<file path="config.mk">
export PLATFORM = sky130hd
export DESIGN_NAME = intr_ctrl
export DESIGN_NICKNAME = d
export VERILOG_FILES = /design/src/rtl/intr_ctrl.sv
export SDC_FILE = /design/constraint.sdc
export NUM_CORES = 1
export LEC_CHECK = 0
export CORE_MARGIN = 2
export CORE_UTILIZATION = 60
export CTS_BUF_LIST = sky130_fd_sc_hd__clkbuf_2 sky130_fd_sc_hd__clkbuf_4 sky130_fd_sc_hd__clkbuf_8
export DETAILED_ROUTE_END_ITERATION = 8
export DONT_BUFFER_PORTS = 1
export GPL_ROUTABILITY_DRIVEN = 0
export PLACE_DENSITY = 0.73
export SYNTH_ARGS = -nofsm -noshare
export SYNTH_HDL_FRONTEND = slang
export SYNTH_SLANG_ARGS = --single-unit
</file>
<file path="constraint.sdc">
create_clock -name clk -period 3.6 [get_ports clk]
set_clock_uncertainty 0.15 [all_clocks]
set_input_delay 0 -clock clk [delete_from_list [all_inputs] [get_ports clk]]
set_output_delay 0 -clock clk [all_outputs]
set_load 0.03 [all_outputs]
</file>
<file path="src/rtl/intr_ctrl.sv">
// rtl/intr_ctrl.sv - 8-line interrupt controller with edge latching and nested in-service tracking
// Produces one-hot next-request (min_bit_s) and active-level (min_bit_a) vectors for the control unit.
module intr_ctrl #(
  parameter int N_IRQ = 8
) (
  input  logic             clk,
  input  logic             reset,
  input  logic [N_IRQ-1:0] irq_in,
  input  logic [N_IRQ-1:0] irq_mask,
  input  logic             s_intr,
  input  logic [N_IRQ-1:0] s_call_intr,
  input  logic [N_IRQ-1:0] s_return_intr,
  input  logic             lost_clr,
  output logic [N_IRQ-1:0] min_bit_s,
  output logic [N_IRQ-1:0] min_bit_a,
  output logic [N_IRQ-1:0] pending,
  output logic [N_IRQ-1:0] in_service,
  output logic [N_IRQ-1:0] irq_lost
);

  localparam logic [N_IRQ-1:0] ONE = {{(N_IRQ-1){1'b0}}, 1'b1};

  logic [N_IRQ-1:0] r_sync1;
  logic [N_IRQ-1:0] r_sync2;
  logic [N_IRQ-1:0] r_sync2_d;
  logic [N_IRQ-1:0] r_pending;
  logic [N_IRQ-1:0] r_in_service;
  logic [N_IRQ-1:0] r_irq_lost;

  logic [N_IRQ-1:0] w_edge;
  logic [N_IRQ-1:0] w_ack;
  logic [N_IRQ-1:0] w_ret;
  logic [N_IRQ-1:0] w_req;

  assign w_edge = r_sync2 & ~r_sync2_d;
  assign w_ack  = s_intr ? s_call_intr   : '0;
  assign w_ret  = s_intr ? s_return_intr : '0;

  // Lowest set bit wins: bit 0 is the most urgent line.
  assign w_req     = r_pending & irq_mask & ~r_in_service;
  assign min_bit_s = w_req & (~w_req + ONE);
  assign min_bit_a = r_in_service & (~r_in_service + ONE);

  assign pending    = r_pending;
  assign in_service = r_in_service;
  assign irq_lost   = r_irq_lost;

  always_ff @(posedge clk or negedge reset) begin
    if (!reset) begin
      r_sync1      <= '0;
      r_sync2      <= '0;
      r_sync2_d    <= '0;
      r_pending    <= '0;
      r_in_service <= '0;
      r_irq_lost   <= '0;
    end else begin
      r_sync1      <= irq_in;
      r_sync2      <= r_sync1;
      r_sync2_d    <= r_sync2;
      // A fresh edge re-arms a line even while it is being acknowledged.
      r_pending    <= (r_pending & ~w_ack) | w_edge;
      r_in_service <= (r_in_service & ~w_ret) | w_ack;
      r_irq_lost   <= lost_clr ? '0 : (r_irq_lost | (w_edge & r_pending & ~w_ack));
    end
  end

endmodule

</file>
Word-level counts from Yosys, hierarchy flattened
Index checks and enable logic that the tools add are counted.
Word-level totals
  bits of input ports: 36
  register bits: 48
  ROM bits: 0
  memories kept: 0
  output and inout port bits: 40
  logic and storage cells: 28
  latch bits: 0
  bits in writable memories: 0
Cells by class
  bitwise gates (word level): 17
  equality and inequality tests: 0
  magnitude comparators: 0
  div/mod/pow operators: 0
  $mul: 0
  multiplexer cells: 3
  add/sub/neg operators: 2
  reduce and logical (&&, ||, !) cells: 0
  shifts and indexed selects: 0
Operators with widths (count)
  $and 8x8->8: 9
  $not 8->8: 5
  $mux 8: 3
  $or 8x8->8: 3
  $add 8x1->8 const B: 2

Longest topological paths before layout
Gate-level depths: netlist of the first run.
  word-level depth: 6
  gate-level depth with buffers: 5
  mapped depth without buffers: 3

Worst setup path after synthesis of the first run
No wires, ideal clock.
  kind: reg-to-output
  start: register r_in_service[3] (netlist: in_service[3])
  end: output port min_bit_a[6]
  required time: 3450 ps
  buffers on the path: 0
  data arrival time: 1697 ps
  stages on the path, launching flop included: 4
  path slack: 1753 ps
  cells stage by stage: dfrtp_1 > nor4_2 > nand2b_1 > nor3b_1
Between the ends
  longest elaborated chain between the ends: 3
RTL lines
  from (decl): line 27  | logic [N_IRQ-1:0] r_in_service;
  from (signal assigned): line 62  | r_in_service <= (r_in_service & ~w_ret) | w_ack;
  $not 8->8: line 42  | assign min_bit_a = r_in_service & (~r_in_service + ONE);
  $add 8x1->8: line 42
  $and 8x8->8: line 42
  to (decl): line 15  | output logic [N_IRQ-1:0] min_bit_a,
No other way between the ends.

Final worst setup path of the first run
  start: register r_in_service[0] (netlist: in_service[0])
  end: output port min_bit_s[5]
Between the ends
  longest elaborated chain between the ends: 5
RTL lines
  $not 8->8: line 40  | assign w_req = r_pending & irq_mask & ~r_in_service;
  $and 8x8->8: line 40
  $not 8->8: line 41  | assign min_bit_s = w_req & (~w_req + ONE);
  $add 8x1->8: line 41
  $and 8x8->8: line 41
  to (decl): line 14  | output logic [N_IRQ-1:0] min_bit_s,
No other way between the ends.

==> results of run 1 <==
[logic make-up after synthesis]
group	Yosys count	synth area share (%)
flops	48	68.2
buf+inv	7	1.85
compound gates	16	6.47
simple gates	74	23.5
[through the flow]
stage / utilization, % / cells / power (W)
3_3_place_gp: 64.2 / 173 / 0.000765
6_report: 79.8 / 210 / 0.00118
2_1_floorplan: - / 145 / 0.000753
4_1_cts: 79.8 / 210 / 0.00119
3_5_place_dp: 64.2 / 173 / 0.000772
5_1_grt: 79.8 / 210 / 0.00123
[worst max path at each step]
stage                                        from  cells past startpoint            to
after floorplan           in_service[3]$_DFF_PN0_                      3  min_bit_a[6]
after global placement    in_service[0]$_DFF_PN0_                      3  min_bit_s[5]
after detailed placement  in_service[0]$_DFF_PN0_                      3  min_bit_s[5]
after CTS                 in_service[0]$_DFF_PN0_                      3  min_bit_s[5]
after global routing      in_service[0]$_DFF_PN0_                      3  min_bit_s[5]
final                     in_service[0]$_DFF_PN0_                      3  min_bit_s[5]
[synthesized netlist by cell type, types with 2 or more instances]
cell type	instances	share of area, %
nor2b_1	8	2.8
a21o_1	7	3.0
dfrtp_1	48	68
nand2_1	33	7.0
nor4b_2	2	1.7
inv_1	3	0.64
nand3b_1	4	1.7
nor2_1	13	2.8
nor3b_1	4	1.7
nand3b_2	2	1.3
a31oi_1	7	2.5
[critical path, cell delays in order (launching register included)]
cell,delay (ns)
dfrtp_1,0.84
nand3b_2,0.30
nand4_4,0.13
nor3b_1,0.87
[timing repair]
item / in CTS / in global routing
hold buffers: 30 / 0
gates resized for setup: 0 / 0
endpoints found under the hold margin: 80 / 0
[registers in the layout, indices dropped and copies added, names as in the netlist]
register / flops
r_sync2: 8
irq_lost: 8
in_service: 8
r_sync2_d: 8
pending: 8
r_sync1: 8
[cell usage in the layout (no fill, tap or decap)]
cell           count
inv_1              3
clkbuf_4           5
a22o_1             1
nand3b_2           2
nor2_1            13
nor4b_2            2
nor4_2             1
and2_1             1
nand4_4            1
bufinv_16          2
buf_4              1
nor4b_1            1
nor3b_1            4
nand4b_1           1
nand3b_1           4
a41oi_1            1
buf_16             2
dfrtp_1           48
a21o_1             7
dlygate4sd3_1     28
nand3_1            1
nand2b_1           1
nor2b_1            8
nand2_1           33
and3b_1            1
a31oi_1            7
[power by group through the flow]
| stage | Combinational, W | Clock [W] | Sequential (W) |
|---|---|---|---|
| 2_1_floorplan | 0.0000846 | 0 | 0.000669 |
| 3_3_place_gp | 0.0000843 | 0 | 0.000681 |
| 3_5_place_dp | 0.0000874 | 0 | 0.000684 |
| 4_1_cts | 0.000135 | 0.000380 | 0.000673 |
| 5_1_grt | 0.000149 | 0.000403 | 0.000680 |
| 6_report | 0.000136 | 0.000371 | 0.000673 |
[area by class of cell]
cell class	count	area share, %
Sequential cell	48	54.1
Multi-Input combinational cell	90	23.7
Timing Repair Buffer	31	15.5
Clock inverter	2	2.71
Tap cell	31	1.75
Clock buffer	5	1.69
Inverter	3	0.508
[per-layer routing]
layer	vias up	part of all wire [%]	GRT usage (%)
met4	0	2.5	14.3
li1	549	-	-
met2	55	53	41.7
met5	-	0	0
met3	10	6.7	6.03
met1	608	38	29.6
==> results.sh, run 1 <==
export IMPL_min_path_cells=2
export IMPL_finalNetCount=215
export IMPL_max_slew_worst_pin_slew_ns=1.03
export IMPL_p_seq_share_pct=57.0
export IMPL_row_count=19
export IMPL_clk_path_buf_depth=2
export IMPL_area_growth_pct=26.0
export IMPL_antenna_found_initial=0
export IMPL_fmax_mhz=380
export IMPL_synth_cell_type_count=25
export IMPL_io_pins=76
export IMPL_p_leak_nw=1.04
export IMPL_worstPathRequired_ns=3.45
export IMPL_postLayoutCellArea_um2=2220
export IMPL_num_antenna_cells=0
export IMPL_p_sw_share_pct=27.9
export IMPL_regArea_um2=1200
export IMPL_async_flop_share_pct=100
export IMPL_worstReg2RegEnd="irq_lost[6]$_DFF_PN0_"
export IMPL_reg2reg_from="pending[6]$_DFF_PN0_"
export IMPL_root_buffer="clkbuf_4"
export IMPL_ys_ff_latch=48
export IMPL_dieArea_um2=3380
export IMPL_grt_usage_pct=25.0
export IMPL_drc_errors=0
export IMPL_grt_ovfl_total=0
export IMPL_multi_input_area_um2=527
export IMPL_yosysSeqAreaShare_pct=68.2
export IMPL_end_kind="output pin"
export IMPL_p_switching_w=0.000329
export IMPL_syn_area_um2=1760
export IMPL_drt_wl_total_mm=3.72
export IMPL_die_h_um=58.2
export IMPL_avgRoutedWirePerCell_um=17.7
export IMPL_n_fill_cell=170
export IMPL_cts_tree="yes"
export IMPL_synth_area_per_cell_um2=12.1
export IMPL_drt_pass1_iterations=4
export IMPL_power_frac_comb_pct=11.5
export IMPL_max_cap_violations=0
export IMPL_start_kind="flip-flop"
export IMPL_worst_hold_slack_ns=0.0371
export IMPL_timing_final_ws_setup_ns=0.968
export IMPL_grt_setup_unrepaired="no"
export IMPL_drive_above_1_share_pct=8.94
export IMPL_finalMaxSlewViolations=0
export IMPL_avgViaCountPerCell=5.82
export IMPL_r2r_setup_slack_ns=1.99
export IMPL_antenna_left=0
export IMPL_outcome="complete, no violations"
export IMPL_peakVddDrop_v=0.000540
export IMPL_synthCells=145
export IMPL_slew_headroom_pct=31.4
export IMPL_grt_pass1_vias=1242
export IMPL_fin_setup_tns_ns=0
export IMPL_initial_core_util_pct=63.3
export IMPL_drt_initial_drc_count=35
export IMPL_cp_max_fo=8
export IMPL_arrival_ns=2.48
export IMPL_cts_num_sinks=48
export IMPL_finalSetupViolCount=0
export IMPL_intPower_w=0.000851
export IMPL_place_ws_ns=1.42
export IMPL_syn_num_nets=181
export IMPL_dpl_hpwl_mm=2.41
export IMPL_clk_latency_ns=0.35
export IMPL_setup_worst_path_class="flip-flop to output pin"
export IMPL_vias=1222
export IMPL_post_route_min_period_ns=2.63
export IMPL_period_share_pct=73.1
export IMPL_clkPwrFrac_pct=31.5
export IMPL_place_area_um2=1790
export IMPL_port_buffers=0
export IMPL_ys_warn_count=0
export IMPL_htree_levels=2
export IMPL_rr_worst_depth=3
export IMPL_hold_end="min_bit_s[7]"
export IMPL_coreArea_um2=2780
export IMPL_hold_viol_final=0
export IMPL_cts_setup_buffers=0
export IMPL_grt_max_degree=49
export IMPL_worstHoldStart="irq_mask[7]"
export IMPL_cts_made_buffers=5
export IMPL_grt_pass1_wl_mm=5.90
export IMPL_power_density_nw_per_um2=532
export IMPL_clk_pin_slew_ns=0.13
export IMPL_synth_edf_count=0
export IMPL_hp_class="input pin to output pin"
export IMPL_fp_dieW_um=58.2
export IMPL_synth_ff_type="dfrtp_1"
Power figures use the tool's default switching activity.
==> inputs of run 2 (changes only) <==
--- a/config.mk
+++ b/config.mk
@@ -5,8 +5,9 @@
 export SDC_FILE = /design/constraint.sdc
 export NUM_CORES = 1
 export LEC_CHECK = 0
+export ABC_AREA = 1
 export CORE_MARGIN = 2
-export CORE_UTILIZATION = 60
+export CORE_UTILIZATION = 58
 export CTS_BUF_LIST = sky130_fd_sc_hd__clkbuf_2 sky130_fd_sc_hd__clkbuf_4 sky130_fd_sc_hd__clkbuf_8
 export DETAILED_ROUTE_END_ITERATION = 8
 export DONT_BUFFER_PORTS = 1
==> constraint.sdc (replaced) <==
create_clock -name clk -period 2.4 [get_ports clk]
set_clock_uncertainty 0.15 [all_clocks]
set_input_delay 0 -clock clk [delete_from_list [all_inputs] [get_ports clk]]
set_output_delay 0 -clock clk [all_outputs]
set_load 0.03 [all_outputs]
==> results.sh, run 2 <==
export IMPL_outcome="complete, no violations"
export IMPL_die_h_um=59.8
export IMPL_cp_slowest_cell="dfrtp_1"
export IMPL_root_buffer="clkbuf_4"
export IMPL_drive_above_1_share_pct=11.5
export IMPL_area_growth_pct=23.8
export IMPL_port_buffers=0
export IMPL_finalMaxSlewViolations=0
export IMPL_dpl_hpwl_mm=2.40
export IMPL_synthTopCellsByArea="dfrtp_1, nand2_1, nor2_1"
export IMPL_power_density_nw_per_um2=705
export IMPL_antenna_found_initial=0
export IMPL_peakVddDrop_v=0.000452
export IMPL_finalNetCount=253
export IMPL_worstPathRequired_ns=2.25
export IMPL_yosys_area_top_type="dfrtp_1"
export IMPL_grt_usage_pct=22.0
export IMPL_cts_made_buffers=5
export IMPL_hold_viol_final=0
export IMPL_io_pins=76
export IMPL_clk_latency_ns=0.35
export IMPL_antenna_left=0
export IMPL_fp_dieW_um=59.8
export IMPL_coreArea_um2=3000
export IMPL_clk_pin_slew_ns=0.13
export IMPL_finalSetupViolCount=0
export IMPL_synth_edf_count=0
export IMPL_synth_top_family_by_area="simple AND/OR/NAND/NOR gates"
export IMPL_wl_met1_mm=1.58
export IMPL_cp_cell_sequence="inv_1 -> nand3_1 -> nor2b_2 -> nand2_2 -> nor2_1"
export IMPL_slowest_delay_ns=0.57
export IMPL_vias=1339
export IMPL_met3WireLength_um=255
export IMPL_avgViaCountPerCell=5.36
export IMPL_cp_startpoint="in_service[4]$_DFF_PN0_"
export IMPL_grt_pass1_wl_mm=5.58
export IMPL_synth_cell_type_count=18
export IMPL_cp_max_fo=4
export IMPL_synthSimpleGateAreaFrac_pct=22.8
export IMPL_fin_setup_tns_ns=0
export IMPL_synthCells=178
export IMPL_cts_num_sinks=48
export IMPL_end_kind="output pin"
export IMPL_final_common_cell="dfrtp_1"
export IMPL_initial_core_util_pct=60.1
export IMPL_post_route_min_period_ns=2.00
export IMPL_grt_ovfl_total=0
export IMPL_htree_levels=2
export IMPL_crit_family="simple AND/OR/NAND/NOR gates"
export IMPL_regArea_um2=1200
export IMPL_grt_pass1_vias=1228
export IMPL_cts_setup_buffers=0
export IMPL_maxUsedRoutingLayer="met4"
export IMPL_max_cap_violations=0
export IMPL_drt_wl_total_mm=3.69
export IMPL_reg2reg_from="pending[1]$_DFF_PN0_"
export IMPL_synth_most_common_cell="dfrtp_1"
export IMPL_synth_ff_type="dfrtp_1"
export IMPL_grt_setup_unrepaired="no"
export IMPL_ys_ff_latch=48
export IMPL_slew_headroom_pct=52.6
export IMPL_arrival_ns=1.85
export IMPL_ys_warn_count=0
export IMPL_dr_wl_met2_mm=1.81
export IMPL_synthXorXnorAreaFrac_pct=0
export IMPL_p_leak_nw=1.11
export IMPL_mostFrequentLayoutCells="dfrtp_1, nand2_1, nor2_1, dlygate4sd3_1, inv_1"
export IMPL_crit_buf_inv=1
export IMPL_n_fill_cell=208
export IMPL_yosysSeqAreaShare_pct=66.5
export IMPL_synth_top_area_share_pct=66.5
export IMPL_ctsResizeCount=0
export IMPL_synthMuxAreaShare_pct=0
export IMPL_fmax_mhz=500
export IMPL_ctsHoldBuffers=32
export IMPL_synth_area_per_cell_um2=10.1
export IMPL_drt_initial_drc_count=71
export IMPL_syn_num_nets=214
export IMPL_synth_common_cells="dfrtp_1, nand2_1, nor2_1"
export IMPL_worstHoldStart="irq_mask[0]"
export IMPL_cts_tree="yes"
export IMPL_grt_max_degree=26
export IMPL_num_antenna_cells=0
export IMPL_worst_hold_slack_ns=0.0319
export IMPL_drc_errors=0
export IMPL_row_count=20
export IMPL_multi_input_area_um2=502
export IMPL_async_flop_share_pct=100
export IMPL_clk_path_buf_depth=2
export IMPL_avgRoutedWirePerCell_um=14.8
export IMPL_dieArea_um2=3580
export IMPL_setup_worst_path_class="flip-flop to output pin"
export IMPL_start_kind="flip-flop"
export IMPL_period_share_pct=83.3
export IMPL_hp_class="input pin to output pin"
export IMPL_drt_pass1_iterations=4
export IMPL_synthAdderAreaFrac_pct=0
export IMPL_max_slew_worst_pin_slew_ns=0.709
export IMPL_synth_compound_area_share_pct=4.99
export IMPL_syn_area_um2=1810
==> run 2: cell count changes after synthesis, moves of 7 or more <==
cell | before | now
nor2_1 | 13 | 30
nand2_1 | 33 | 42
inv_1 | 3 | 13
o21ai_0 | 0 | 8
nor2b_1 | 8 | 0
nand3_1 | 1 | 9
a21o_1 | 7 | 0
==> run 2: worst reg2reg max path, cell delays in order, from the launching register on <==
cell	delay, ns
dfrtp_1	0.56
a31oi_1	0.24
nor2_1	0.06
dlygate4sd3_1	0.57
==> run 2: final cells by class <==
cell class / instances / area share (%)
Clock inverter: 1 / 0.224
Sequential cell: 48 / 53.7
Inverter: 17 / 2.85
Timing Repair Buffer: 36 / 16.9
Multi-Input combinational cell: 109 / 22.4
Tap cell: 33 / 1.85
Clock buffer: 6 / 2.01
==> run 2: path summary, 6_finish.rpt <==
kind | endpoint | slack, ns | cells after the start
min in group asynchronous | r_sync2_d[0]$_DFF_PN0_ | 0.49 | 3
max reg2reg | irq_lost[1]$_DFF_PN0_ | 0.72 | 3
min reg2reg | r_sync2[4]$_DFF_PN0_ | 0.21 | 0
max | min_bit_s[5] | 0.40 | 5
min | min_bit_s[0] | 0.03 | 2
max in group asynchronous | irq_lost[4]$_DFF_PN0_ | 1.29 | 4
==> run 2: logic make-up (layout without fill, tap and decap cells) <==
group,Yosys count,after routing
AO/OA/AOI/OAI,16,16
buffers and inverters,21,60
flip-flops,48,48
AND/OR/NAND/NOR,93,93
==> run 2: stage by stage <==
stage	cell area, um^2	total power [W]	instances	worst slack (ns)	util, %
2_1_floorplan	1810	0.00114	178	0.780	-
4_1_cts	2240	0.00159	250	0.397	74.5
6_report	2240	0.00158	250	0.402	74.5
5_1_grt	2240	0.00166	250	0.282	74.5
3_3_place_gp	1840	0.00116	211	0.844	61.2
3_5_place_dp	1840	0.00117	211	0.802	61.2
==> run 2: metal layers <==
layer  up-vias  global-route usage, %
li1        651                      -
met1       625                   25.9
met2        59                   38.2
met3         4                   6.49
met4         0                   7.62
met5         -                      0
==> run 2: power by group <==
part | internal, W | leakage, nW | total [W] | switching, W
clock network | 0.000120 | 0.0315 | 0.000345 | 0.000226
registers | 0.000866 | 0.569 | 0.000998 | 0.000132
logic | 0.0000916 | 0.509 | 0.000232 | 0.000141
total | 0.00108 | 1.11 | 0.00158 | 0.000498
==> inputs of run 3 (changes only) <==
--- a/config.mk
+++ b/config.mk
@@ -7,7 +7,7 @@
 export LEC_CHECK = 0
 export ABC_AREA = 1
 export CORE_MARGIN = 2
-export CORE_UTILIZATION = 58
+export CORE_UTILIZATION = 60
 export CTS_BUF_LIST = sky130_fd_sc_hd__clkbuf_2 sky130_fd_sc_hd__clkbuf_4 sky130_fd_sc_hd__clkbuf_8
 export DETAILED_ROUTE_END_ITERATION = 8
 export DONT_BUFFER_PORTS = 1
==> constraint.sdc (replaced) <==
create_clock -name clk -period 2 [get_ports clk]
set_clock_uncertainty 0.15 [all_clocks]
set_input_delay 0 -clock clk [delete_from_list [all_inputs] [get_ports clk]]
set_output_delay 0 -clock clk [all_outputs]
set_load 0.03 [all_outputs]
==> results.sh, run 3 (same netlist as run 2, synthesis figures left out) <==
export IMPL_outcome="complete, but fails checks"
export IMPL_violations="DRC"
export IMPL_coreArea_um2=2810
export IMPL_vias=1366
export IMPL_clk_path_buf_depth=2
export IMPL_fmax_mhz=517
export IMPL_r2r_setup_slack_ns=0.36
export IMPL_hold_viol_final=0
export IMPL_final_common_cell="dfrtp_1"
export IMPL_dp_cells=219
export IMPL_max_cap_violations=0
export IMPL_grt_max_degree=35
export IMPL_cp_cell_sequence="dlygate4sd3_1 -> nand2_1 -> dlygate4sd3_1 -> a31oi_1 -> nor2_1"
export IMPL_p_leak_nw=1.16
export IMPL_io_pins=76
export IMPL_grt_usage_pct=24.0
export IMPL_postLayoutCellArea_um2=2320
export IMPL_drc_errors=5
export IMPL_fp_dieW_um=58.9
export IMPL_slowest_delay_ns=1.04
export IMPL_crit_buf_inv=2
export IMPL_arrival_ns=2.02
export IMPL_num_antenna_cells=0
export IMPL_hp_class="input pin to output pin"
export IMPL_fin_setup_tns_ns=0
export IMPL_area_growth_pct=28.3
export IMPL_min_path_cells=2
export IMPL_row_count=19
export IMPL_cts_num_sinks=48
export IMPL_power_density_nw_per_um2=848
export IMPL_worst_hold_slack_ns=0.0368
export IMPL_rr_worst_depth=3
export IMPL_setup_worst_path_class="input pin to flip-flop"
export IMPL_cp_depth=5
export IMPL_dpl_hpwl_mm=2.52
export IMPL_antenna_left=0
export IMPL_finalNetCount=262
export IMPL_crit_top_cell="dlygate4sd3_1"
export IMPL_place_area_um2=1910
export IMPL_mostFrequentLayoutCells="dfrtp_1, nand2_1, nor2_1"
export IMPL_max_slew_worst_pin_slew_ns=0.776
export IMPL_initial_core_util_pct=64.4
export IMPL_root_buffer="clkbuf_4"
export IMPL_drive_above_1_share_pct=16.3
export IMPL_total_power_w=0.00196
export IMPL_drt_wl_total_mm=3.88
export IMPL_die_h_um=58.9
export IMPL_period_share_pct=96.7
export IMPL_worstPathRequired_ns=2.09
export IMPL_grt_setup_unrepaired="no"
export IMPL_end_kind="flip-flop"
export IMPL_htree_levels=2
export IMPL_peakVddDrop_v=0.000582
export IMPL_dieArea_um2=3460
export IMPL_port_buffers=0
export IMPL_post_route_min_period_ns=1.93
export IMPL_instances_no_fill=258
export IMPL_grt_pass1_wl_mm=6.14
export IMPL_cts_made_buffers=5
export IMPL_avgRoutedWirePerCell_um=15.0
export IMPL_finalMaxSlewViolations=0
export IMPL_grt_ovfl_total=0
export IMPL_avgViaCountPerCell=5.29
export IMPL_slew_headroom_pct=48.1
export IMPL_clk_latency_ns=0.35
export IMPL_finalSetupViolCount=0
export IMPL_cp_max_fo=16
export IMPL_cts_tree="yes"
export IMPL_drt_initial_drc_count=107
export IMPL_drt_pass1_iterations=6
export IMPL_antenna_found_initial=0
export IMPL_crit_family="buffers and inverters"
export IMPL_clk_pin_slew_ns=0.13
export IMPL_grt_pass1_vias=1410
export IMPL_start_kind="input pin"
export IMPL_cp_slowest_cell="dlygate4sd3_1"
## run 3: per-stage QoR
step / setup slack (ns) / utilization [%]
6_report: 0.0664 / 82.6
4_1_cts: 0.102 / 82.5
5_1_grt: 0.00111 / 82.6
3_5_place_dp: 0.529 / 68.1
3_3_place_gp: 0.549 / 68.1
2_1_floorplan: 0.380 / -
## run 3: layout make-up
| class | count | area (um^2) |
|---|---|---|
| well taps | 31 | 38.8 |
| multi-input cells | 109 | 502 |
| clock buffers | 7 | 58.8 |
| repair buffers | 45 | 443 |
| clock inverters | 1 | 7.51 |
| fillers | 161 | 489 |
| inverters | 17 | 63.8 |
| flip-flops and latches | 48 | 1200 |
## run 3: path summary, 6_finish.rpt
kind,endpoint,start
hold reg to reg,r_sync2[4]$_DFF_PN0_,r_sync1[4]$_DFF_PN0_
setup reg to reg,irq_lost[4]$_DFF_PN0_,pending[4]$_DFF_PN0_
setup / recovery,irq_lost[7]$_DFF_PN0_,s_intr
hold / removal,min_bit_s[0],irq_mask[0]
min in group asynchronous,in_service[6]$_DFF_PN0_,reset
max in group asynchronous,in_service[4]$_DFF_PN0_,reset
## run 3: report_power, final
part / switching [W] / total [W] / leakage [nW] / internal, W
clock network: 0.000286 / 0.000472 / 0.0349 / 0.000186
logic: 0.000176 / 0.000295 / 0.559 / 0.000119
registers: 0.000157 / 0.00120 / 0.568 / 0.00104
total: 0.000618 / 0.00196 / 1.16 / 0.00134
## run 3: timing repair
| item | CTS | global route |
|---|---|---|
| endpoints found under the setup margin | 0 | 1 |
| setup buffers | 0 | 0 |
| gates resized for setup | 0 | 1 |
| endpoints found under the hold margin | 80 | 0 |
| hold buffers | 31 | 0 |
## run 3: worst register-to-register path, delay by kind of cell, from the launching register on
family | cells | cell delay [ns]
compound gates | 1 | 0.22
buf+inv | 1 | 0.57
simple gates | 1 | 0.06
flops | 1 | 0.54
## run 3: routing by layer
metal | GRT usage, % | vias up | wire length [um]
li1 | - | 658 | -
met1 | 29.1 | 649 | 1530
met2 | 41.0 | 54 | 2010
met3 | 6.81 | 5 | 279
met4 | 8.44 | 0 | 55
met5 | 0 | - | 0
